$ cat src/rtl/acia_pkg.sv
// Shared definitions for the ACIA receive path: data width, deframer states,
// and the bit-period constant functions.
package acia_pkg;

    localparam int DATA_W = 8;

    typedef enum logic [2:0] {
        RX_IDLE,
        RX_START,
        RX_DATA,
        RX_STOP,
        RX_WAIT_HIGH
    } rx_state_t;

    function automatic int sym_cnt_calc(input int clk_freq, input int sym_rate);
        return clk_freq / sym_rate;
    endfunction

    function automatic int cnt_w_calc(input int clk_freq, input int sym_rate);
        return $clog2(clk_freq / sym_rate);
    endfunction

endpackage

$ cat src/rtl/acia_sync_fifo.sv
// Single-clock circular FIFO with extra-bit pointers; level = wr_ptr - rd_ptr.
// A pop on a full FIFO frees the slot that a same-cycle push then fills.
module acia_sync_fifo #(
    parameter int DEPTH = 8,
    parameter int WIDTH = 8
) (
    input  logic                     clk,
    input  logic                     reset_n,
    input  logic                     en,
    input  logic                     push,
    input  logic                     pop,
    input  logic [WIDTH-1:0]         wr_data,
    output logic [WIDTH-1:0]         rd_data,
    output logic                     full,
    output logic                     empty,
    output logic [$clog2(DEPTH):0]   level
);

    localparam int AW = $clog2(DEPTH);

    logic [AW:0]      wr_ptr;
    logic [AW:0]      rd_ptr;
    logic [WIDTH-1:0] mem [DEPTH];
    logic             do_push;
    logic             do_pop;

    assign level   = wr_ptr - rd_ptr;
    assign empty   = (wr_ptr == rd_ptr);
    assign full    = (level == (AW+1)'(DEPTH));
    assign do_pop  = en && pop && !empty;
    assign do_push = en && push && (!full || do_pop);
    assign rd_data = mem[rd_ptr[AW-1:0]];

    always_ff @(posedge clk or negedge reset_n) begin
        if (!reset_n) begin
            wr_ptr <= '0;
            rd_ptr <= '0;
            for (int i = 0; i < DEPTH; i++) begin
                mem[i] <= '0;
            end
        end else begin
            if (do_push) begin
                mem[wr_ptr[AW-1:0]] <= wr_data;
                wr_ptr              <= wr_ptr + (AW+1)'(1);
            end
            if (do_pop) begin
                rd_ptr <= rd_ptr + (AW+1)'(1);
            end
        end
    end

endmodule

$ cat src/rtl/acia_rx_fifo.sv
// Buffered 8N1 receiver: synchronizer, deframer FSM, receive queue and sticky flags.
// ACIA_RX_FIFO_EN selects the FIFO_DEPTH-entry FIFO; otherwise a single holding register.
module acia_rx_fifo
    import acia_pkg::*;
#(
    parameter int clk_freq   = 4000000,
    parameter int sym_rate   = 9600,
    parameter int FIFO_DEPTH = 8
) (
    input  logic                          clk,
    input  logic                          reset_n,
    input  logic                          pclk,
    input  logic                          rx_serial,
    input  logic                          rd_stb,
    input  logic                          clr_err,
    output logic [DATA_W-1:0]             rx_dat,
    output logic                          rx_rdy,
    output logic                          rx_err,
    output logic                          rx_ovr,
    output logic [$clog2(FIFO_DEPTH):0]   rx_level
);

    localparam int SYM_CNT = sym_cnt_calc(clk_freq, sym_rate);
    localparam int CNT_W   = cnt_w_calc(clk_freq, sym_rate);
    localparam int LVL_W   = $clog2(FIFO_DEPTH) + 1;
    localparam int BIT_W   = $clog2(DATA_W);
    localparam logic [CNT_W-1:0] HALF_M1 = CNT_W'(SYM_CNT / 2 - 1);
    localparam logic [CNT_W-1:0] FULL_M1 = CNT_W'(SYM_CNT - 1);
    localparam logic [BIT_W-1:0] LAST_BIT = BIT_W'(DATA_W - 1);

    logic              rx_meta;
    logic              rxs;
    rx_state_t         rx_state;
    rx_state_t         state_nx;
    logic [CNT_W-1:0]  cnt;
    logic [BIT_W-1:0]  bit_idx;
    logic [DATA_W-1:0] shreg;
    logic              shift_en;
    logic              push;
    logic              frame_err;
    logic              full;
    logic              empty;

    always_ff @(posedge clk or negedge reset_n) begin
        if (!reset_n) begin
            rx_meta <= 1'b1;
            rxs     <= 1'b1;
        end else if (pclk) begin
            rx_meta <= rx_serial;
            rxs     <= rx_meta;
        end
    end

    always_comb begin
        state_nx  = rx_state;
        shift_en  = 1'b0;
        push      = 1'b0;
        frame_err = 1'b0;
        case (rx_state)
            RX_IDLE: begin
                if (!rxs) state_nx = RX_START;
            end
            RX_START: begin
                if (cnt == HALF_M1) state_nx = rxs ? RX_IDLE : RX_DATA;
            end
            RX_DATA: begin
                if (cnt == FULL_M1) begin
                    shift_en = 1'b1;
                    if (bit_idx == LAST_BIT) state_nx = RX_STOP;
                end
            end
            RX_STOP: begin
                if (cnt == FULL_M1) begin
                    if (rxs) begin
                        push     = 1'b1;
                        state_nx = RX_IDLE;
                    end else begin
                        frame_err = 1'b1;
                        state_nx  = RX_WAIT_HIGH;
                    end
                end
            end
            RX_WAIT_HIGH: begin
                if (rxs) state_nx = RX_IDLE;
            end
            default: state_nx = RX_IDLE;
        endcase
    end

    always_ff @(posedge clk or negedge reset_n) begin
        if (!reset_n) begin
            rx_state <= RX_IDLE;
            cnt      <= '0;
            bit_idx  <= '0;
            shreg    <= '0;
        end else if (pclk) begin
            rx_state <= state_nx;
            if (state_nx != rx_state) begin
                cnt     <= '0;
                bit_idx <= '0;
            end else if (shift_en) begin
                cnt     <= '0;
                bit_idx <= bit_idx + BIT_W'(1);
            end else if (rx_state inside {RX_START, RX_DATA, RX_STOP}) begin
                cnt <= cnt + CNT_W'(1);
            end
            if (shift_en) shreg <= {rxs, shreg[DATA_W-1:1]};
        end
    end

    // rd_stb pops the head only when rx_rdy is high on an enabled cycle;
    // a push that finds the queue full with no pop that cycle is dropped as overrun.
`ifdef ACIA_RX_FIFO_EN
    acia_sync_fifo #(
        .DEPTH (FIFO_DEPTH),
        .WIDTH (DATA_W)
    ) u_fifo (
        .clk     (clk),
        .reset_n (reset_n),
        .en      (pclk),
        .push    (push),
        .pop     (rd_stb),
        .wr_data (shreg),
        .rd_data (rx_dat),
        .full    (full),
        .empty   (empty),
        .level   (rx_level)
    );
`else
    logic              hold_vld;
    logic [DATA_W-1:0] hold_dat;
    logic              hold_pop;
    logic              hold_push;

    assign hold_pop  = pclk && rd_stb && hold_vld;
    assign hold_push = pclk && push && (!hold_vld || hold_pop);

    always_ff @(posedge clk or negedge reset_n) begin
        if (!reset_n) begin
            hold_vld <= 1'b0;
            hold_dat <= '0;
        end else if (hold_push) begin
            hold_vld <= 1'b1;
            hold_dat <= shreg;
        end else if (hold_pop) begin
            hold_vld <= 1'b0;
        end
    end

    assign full     = hold_vld;
    assign empty    = !hold_vld;
    assign rx_dat   = hold_dat;
    assign rx_level = {{(LVL_W-1){1'b0}}, hold_vld};
`endif

    assign rx_rdy = !empty;

    // A set event in the same cycle as clr_err wins, so no error is ever lost.
    always_ff @(posedge clk or negedge reset_n) begin
        if (!reset_n) begin
            rx_err <= 1'b0;
            rx_ovr <= 1'b0;
        end else if (pclk) begin
            if (frame_err)    rx_err <= 1'b1;
            else if (clr_err) rx_err <= 1'b0;
            if (push && full && !rd_stb) rx_ovr <= 1'b1;
            else if (clr_err)            rx_ovr <= 1'b0;
        end
    end

endmodule

$ cat config.mk
export PLATFORM = sky130hd
export DESIGN_NAME = acia_rx_fifo
export DESIGN_NICKNAME = d
export VERILOG_FILES = /design/src/rtl/acia_pkg.sv /design/src/rtl/acia_sync_fifo.sv /design/src/rtl/acia_rx_fifo.sv
export SDC_FILE = /design/constraint.sdc
export NUM_CORES = 1
export LEC_CHECK = 0
export CAP_MARGIN = 20
export CORE_UTILIZATION = 62
export CTS_BUF_LIST = sky130_fd_sc_hd__clkbuf_8
export DETAILED_ROUTE_END_ITERATION = 8
export PLACE_DENSITY = 0.95
export SLEW_MARGIN = 20
export SYNTH_ARGS = -nofsm -noshare
export SYNTH_HDL_FRONTEND = slang
export SYNTH_HIERARCHICAL = 1
export SYNTH_SLANG_ARGS = --single-unit
$ cat constraint.sdc
create_clock -name clk -period 5.7 [get_ports clk]
set_input_delay 0.855 -clock clk [delete_from_list [all_inputs] [get_ports clk]]
set_output_delay 0.855 -clock clk [all_outputs]
set_load 0.01 [all_outputs]
# Yosys cells after proc, flatten, opt, wreduce, memory -nomap -nowiden
# Cells that the tools add are included.
[totals]
reg_bits = 36
in_bits = 6
[classes]
n_addsub = 2
n_eq_ne = 8
muxes = 27
reduce_logical = 21
[ops]
columns = ["operator", "count"]
rows = [
  ["2-to-1 mux 3 bit", 9],
  ["2-to-1 mux 9 bit", 3],
  ["one-hot mux 3 bit (5 select lines)", 1],
  ["2-to-1 mux 1 bit", 13],
  ["AND reduction 2 bit", 5],
  ["adder 9 x 1 -> 9 bit (second input constant)", 1],
  ["== test 9 x 8 -> 1 bit (second input constant)", 1],
  ["== test 9 bit (second input constant)", 1],
  ["nonzero test 2 bit", 4],
  ["== test 3 x 2 -> 1 bit (second input constant)", 2],
  ["== test 3 bit (second input constant)", 2],
  ["logical AND 1 bit", 6],
  ["nonzero test 3 bit", 2],
  ["adder 3 x 1 -> 3 bit (second input constant)", 1],
  ["== test 3 x 1 -> 1 bit (second input constant)", 1],
  ["logical NOT 3 bit", 1],
  ["!= test 3 bit", 1],
  ["logical NOT 1 bit", 2],
  ["2-to-1 mux 2 bit", 1],
  ["logical OR 1 bit", 1],
]

# Longest topological paths before layout
[depth]
word_depth = 7
ltp_mapped = 7
depth_no_buf = 6

# Worst setup path after synthesis
# No wires, ideal clock.
[synth_path]
path_kind = "flip-flop to flip-flop"
startpoint = "reg cnt[0]"
endpoint = "reg cnt[4]"
setup_ns = 0.076
arrival_time_ns = 1.827
slack_ns = 3.797
path_stages_with_launch = 7
period_less_slack_ns = 1.903
path_cell_list = "dfrtp_1 ha_1 and4_4 and3_4 o221a_2 or4_1 o21ai_1"
[synth_between]
elab_chain_cells = 6
[synth_rtl]
columns = ["element", "line_no", "source"]
rows = [
  ["from (decl)", "acia_rx_fifo.sv:35", "logic [CNT_W-1:0] cnt;"],
  ["from (signal assigned)", "acia_rx_fifo.sv:105", "cnt <= cnt + CNT_W'(1);"],
  ["== test 9 bit or == test 9 x 8 -> 1 bit (tied branches)", "acia_rx_fifo.sv:67, acia_rx_fifo.sv:73, acia_rx_fifo.sv:64", ""],
  ["2-to-1 mux 3 bit, on equally long branches", "acia_rx_fifo.sv:73, acia_rx_fifo.sv:64, acia_rx_fifo.sv:67", ""],
  ["one-hot mux 3 bit (5 select lines)", "acia_rx_fifo.sv:59", "case (rx_state)"],
  ["!= test 3 bit", "acia_rx_fifo.sv:98", "if (state_nx != rx_state) begin"],
  ["nonzero test 3 bit (no line)", "--", ""],
  ["AND reduction 2 bit (no line)", "--", ""],
]
# Parallel ways exist; a longest one is shown, timed or not. The select of a mux whose other input is x is not followed.
# A chain may end at the register's enable or synchronous reset.

# Final worst setup path
[layout_path]
startpoint = "in pclk"
endpoint = "reg shreg[6]"
[layout_between]
elab_chain_cells = 1
[layout_rtl]
columns = ["element", "line_no", "source"]
rows = [
  ["from (decl)", "acia_rx_fifo.sv:12", "input logic pclk,"],
  ["AND reduction 2 bit (no line)", "--", ""],
  ["to (signal assigned)", "acia_rx_fifo.sv:107", "if (shift_en) shreg <= {rxs, shreg[DATA_W-1:1]};"],
  ["to (decl)", "acia_rx_fifo.sv:37", "logic [DATA_W-1:0] shreg;"],
]
# No other way between the ends.

==> flow_results.xml <==
<?xml version="1.0" encoding="UTF-8"?>
<metrics>
  <group name="status">
    <metric name="outcome" unit="">completed</metric>
  </group>
  <group name="cts">
    <metric name="cts_tree" unit="">done</metric>
    <metric name="clkLatencyLatePin" unit="ns">0.29</metric>
    <metric name="postCtsResizedCells" unit="">0</metric>
    <metric name="clockRootBuffer" unit="">sky130_fd_sc_hd__clkbuf_8</metric>
    <metric name="hold_buffers" unit="">0</metric>
    <metric name="cts_max_path_buffers" unit="">2</metric>
    <metric name="h_tree_level_count" unit="">2</metric>
    <metric name="post-cts-setup-buffers" unit="">0</metric>
    <metric name="cts_buffers" unit="">5</metric>
    <metric name="path_clk_slew" unit="ns">0.07</metric>
    <metric name="cts_num_sinks" unit="">36</metric>
  </group>
  <group name="die">
    <metric name="std_cell_rows" unit="">19</metric>
    <metric name="placeable_area" unit="sq um">2760</metric>
    <metric name="num_io_pins" unit="">21</metric>
    <metric name="chipHeight" unit="um">55.9</metric>
    <metric name="design.die.area" unit="sq um">3130</metric>
    <metric name="die_x" unit="um">55.9</metric>
    <metric name="initial_utilization" unit="%">65.4</metric>
  </group>
  <group name="synthesis">
    <metric name="synth_top_cell_area_share" unit="%">47.2</metric>
    <metric name="postSynth.asyncResetShare" unit="%">100</metric>
    <metric name="post_synth_inst_count" unit="">162</metric>
    <metric name="mux_share_of_post_synthesis_cell_area" unit="%">14.1</metric>
    <metric name="postSynthAreaPerCell" unit="sq um">11.1</metric>
    <metric name="yosys.area_share.simple" unit="%">15.7</metric>
    <metric name="synth.area.top_cells" unit="">sky130_fd_sc_hd__dfrtp_1 47%, sky130_fd_sc_hd__mux2_4 6.7%, sky130_fd_sc_hd__mux2_1 5.0%</metric>
    <metric name="synth-compound-area-share" unit="%">13.5</metric>
    <metric name="post_synth_xor_area_fraction" unit="%">0</metric>
    <metric name="cell_area_synth" unit="sq um">1800</metric>
    <metric name="yosysSeqAreaShare" unit="%">50.1</metric>
    <metric name="synthDistinctLibCells" unit="">43</metric>
    <metric name="synth_edf_count" unit="">0</metric>
    <metric name="ys.warnings.count" unit="">6</metric>
    <metric name="synth_top_area_cell" unit="">sky130_fd_sc_hd__dfrtp_1</metric>
    <metric name="flip_flop_and_latch_count_after_synthesis" unit="">36</metric>
    <metric name="dominantRegCellSynth" unit="">sky130_fd_sc_hd__dfrtp_1</metric>
    <metric name="largest_family_of_logic_cells_by_synthesized_area" unit="">simple AND/OR/NAND/NOR gates</metric>
    <metric name="synth_adder_area_share" unit="%">2.08</metric>
  </group>
  <group name="sta">
    <metric name="hold_viol" unit="">0</metric>
    <metric name="worst_case_headroom_to_the_max_slew_limit" unit="%">51.5</metric>
    <metric name="period_share" unit="%">49.3</metric>
    <metric name="max_slew_vio_count" unit="">0</metric>
    <metric name="finClkSkew" unit="ns">0.00651</metric>
    <metric name="grt_setup_unrepaired" unit="">no</metric>
    <metric name="finalWorstPathRequiredPeriod" unit="ns">2.81</metric>
    <metric name="finalSetupTns" unit="ns">0</metric>
    <metric name="tightestPinTransition" unit="ns">0.725</metric>
    <metric name="final-setup-viol-count" unit="">0</metric>
    <metric name="clock.fmax" unit="MHz">356</metric>
  </group>
  <group name="setup_path">
    <metric name="worstPathCellList" unit="">clkdlybuf4s50_1, nand3_1, or3_1, mux2_4</metric>
    <metric name="worstSetupPathType" unit="">input pin to flip-flop</metric>
    <metric name="cp-start-kind" unit="">input pin</metric>
    <metric name="crit_slowest_cell" unit="">sky130_fd_sc_hd__clkdlybuf4s50_1</metric>
    <metric name="path_delay_family" unit="">buffers and inverters</metric>
    <metric name="cp.arrival" unit="ns">2.98</metric>
    <metric name="buf_inv_stages_crit_path" unit="">1</metric>
    <metric name="slowest_delay" unit="ns">0.94</metric>
    <metric name="cp-end-kind" unit="">flip-flop</metric>
    <metric name="timing.critical_path.required" unit="ns">5.87</metric>
    <metric name="worstPathMaxFanout" unit="">20</metric>
  </group>
  <group name="finish">
    <metric name="most-common-layout-cells" unit="">34 x sky130_fd_sc_hd__dfrtp_1, 18 x sky130_fd_sc_hd__nand2_1, 17 x sky130_fd_sc_hd__clkdlybuf4s50_1</metric>
    <metric name="proportion_of_layout_cells_with_a_drive_suffix_above_1" unit="%">18.4</metric>
    <metric name="final_nets" unit="">187</metric>
    <metric name="utilization" unit="%">75.2</metric>
    <metric name="final.fill_count" unit="">182</metric>
    <metric name="stdcell_count" unit="">210</metric>
    <metric name="area_growth_syn_to_layout" unit="%">15.0</metric>
    <metric name="mostFrequentLayoutCell" unit="">sky130_fd_sc_hd__dfrtp_1</metric>
    <metric name="n_antenna_cell" unit="">0</metric>
  </group>
  <group name="placed_design">
    <metric name="gp_congestion" unit="">0.864</metric>
    <metric name="dp.cells" unit="">202</metric>
    <metric name="dp_hpwl" unit="um">2400</metric>
    <metric name="port_buffers" unit="">17</metric>
  </group>
  <group name="power">
    <metric name="power.density" unit="nW/um^2">295</metric>
    <metric name="irDropWorstVdd" unit="uV">307</metric>
    <metric name="power.leakage" unit="uW">0.000963</metric>
  </group>
  <group name="routing">
    <metric name="routed_wirelength" unit="um">3440</metric>
    <metric name="vias_per_cell" unit="">6.22</metric>
    <metric name="drt_first_iter_violations" unit="">51</metric>
    <metric name="drt_antenna_net_count" unit="">0</metric>
    <metric name="wirelength_per_cell" unit="um">16.4</metric>
    <metric name="route.detailed.drc" unit="">0</metric>
    <metric name="drtPass1Iterations" unit="">4</metric>
    <metric name="num_vias" unit="">1307</metric>
  </group>
  <group name="hold_path">
    <metric name="worstHoldPathType" unit="">flip-flop to flip-flop</metric>
  </group>
  <group name="grt">
    <metric name="grt_antenna_before_repair" unit="">0</metric>
    <metric name="grt_pass1_wl" unit="um">5750</metric>
    <metric name="grt_overflow_total" unit="">0</metric>
    <metric name="groute.usage.overall" unit="%">24.5</metric>
    <metric name="grt_max_degree" unit="">37</metric>
    <metric name="first_global_vias" unit="">1282</metric>
  </group>
  <group name="flow_run">
    <metric name="maxCapViolCount" unit="">0</metric>
  </group>
</metrics>
## cell usage after synthesis, types with 2 or more instances
cell	number
sky130_fd_sc_hd__ha_1	3
sky130_fd_sc_hd__a31oi_1	6
sky130_fd_sc_hd__dfrtp_1	34
sky130_fd_sc_hd__nand4_1	3
sky130_fd_sc_hd__nand2b_1	3
sky130_fd_sc_hd__nor2_1	7
sky130_fd_sc_hd__o21ba_2	2
sky130_fd_sc_hd__mux2_1	8
sky130_fd_sc_hd__clkbuf_1	5
sky130_fd_sc_hd__o21ai_1	3
sky130_fd_sc_hd__a21oi_1	4
sky130_fd_sc_hd__mux2_2	4
sky130_fd_sc_hd__nand2_1	18
sky130_fd_sc_hd__a22o_1	4
sky130_fd_sc_hd__mux2_4	8
sky130_fd_sc_hd__buf_4	4
sky130_fd_sc_hd__o21ai_0	8
sky130_fd_sc_hd__inv_1	3
sky130_fd_sc_hd__nor2b_1	3
sky130_fd_sc_hd__dfstp_2	2
sky130_fd_sc_hd__nand3_1	5
sky130_fd_sc_hd__nor3_1	4
## through the flow
| stage | hold WS [ns] | total power [uW] | worst slack (ns) | cell area (sq um) |
|---|---|---|---|---|
| 2_1_floorplan | 0.458 | 369 | 3.80 | 1810 |
| 3_3_place_gp | 0.465 | 388 | 2.73 | 1960 |
| 3_5_place_dp | 0.475 | 396 | 2.65 | 1960 |
| 4_1_cts | 0.490 | 614 | 2.94 | 2070 |
| 5_1_grt | 0.504 | 639 | 2.81 | 2070 |
| 6_report | 0.490 | 612 | 2.89 | 2070 |
## state kept, by name, indices dropped and copies added (netlist names)
name      count
rx_state      3
rx_rdy        1
shreg         8
rx_err        1
rx_ovr        1
bit_idx       3
rxs           1
cnt           9
rx_meta       1
rx_dat        8
## worst min-delay path, stage by stage (launching register included)
cell                      delay (ns)
sky130_fd_sc_hd__dfrtp_1        0.35
sky130_fd_sc_hd__nand2_1        0.05
sky130_fd_sc_hd__o21ai_0        0.06
## cells by family (layout without fill, tap and decap cells)
logic type      count (synthesis)  in the layout
simple gates                   53             53
flops                          36             36
compound gates                 35             35
mux                            20             20
buf+inv                        14             29
fa+ha+maj                       3              3
other cells                     1              3
## area by class of cell
type	instances	area [sq um]	area share, %
Clock inverter	3	42.5	2.05
Clock buffer	5	68.8	3.32
Tap cell	31	38.8	1.87
Inverter	3	11.3	0.543
Sequential cell	36	903	43.5
Multi-Input combinational cell	114	832	40.1
Timing Repair Buffer	18	178	8.56
## metal layers
layer | vias up | part of all wire [%] | GRT usage [%] | wire, um
met5 | - | 0 | 0 | 0
met4 | 0 | 2.3 | 10.8 | 79
met3 | 10 | 4.6 | 7.67 | 159
met2 | 40 | 53 | 42.2 | 1830
met1 | 646 | 40 | 28.0 | 1370
li1 | 611 | - | - | -
## where the power goes
part	internal (uW)	switching, uW	leakage [uW]
combinational	36.2	39.1	0.000436
clock	129	89.7	0.0000541
sequential	280	38.0	0.000474
total	446	167	0.000963
## worst paths after layout
check                              startpoint              endpoint  slack [ns]  cells past startpoint
max                                      pclk  shreg[6]$_DFFE_PN0P_        2.89                      4
min in group asynchronous             reset_n    rx_ovr$_DFFE_PN0P_        0.97                      2
min reg2reg                rx_err$_DFFE_PN0P_    rx_err$_DFFE_PN0P_        0.49                      2
max reg2reg                cnt[0]$_DFFE_PN0P_    cnt[0]$_DFFE_PN0P_        3.51                      6
max in group asynchronous             reset_n       rxs$_DFFE_PN1P_        4.39                      2
min                        rx_err$_DFFE_PN0P_    rx_err$_DFFE_PN0P_        0.49                      2
(Power assumes the default switching activity.)
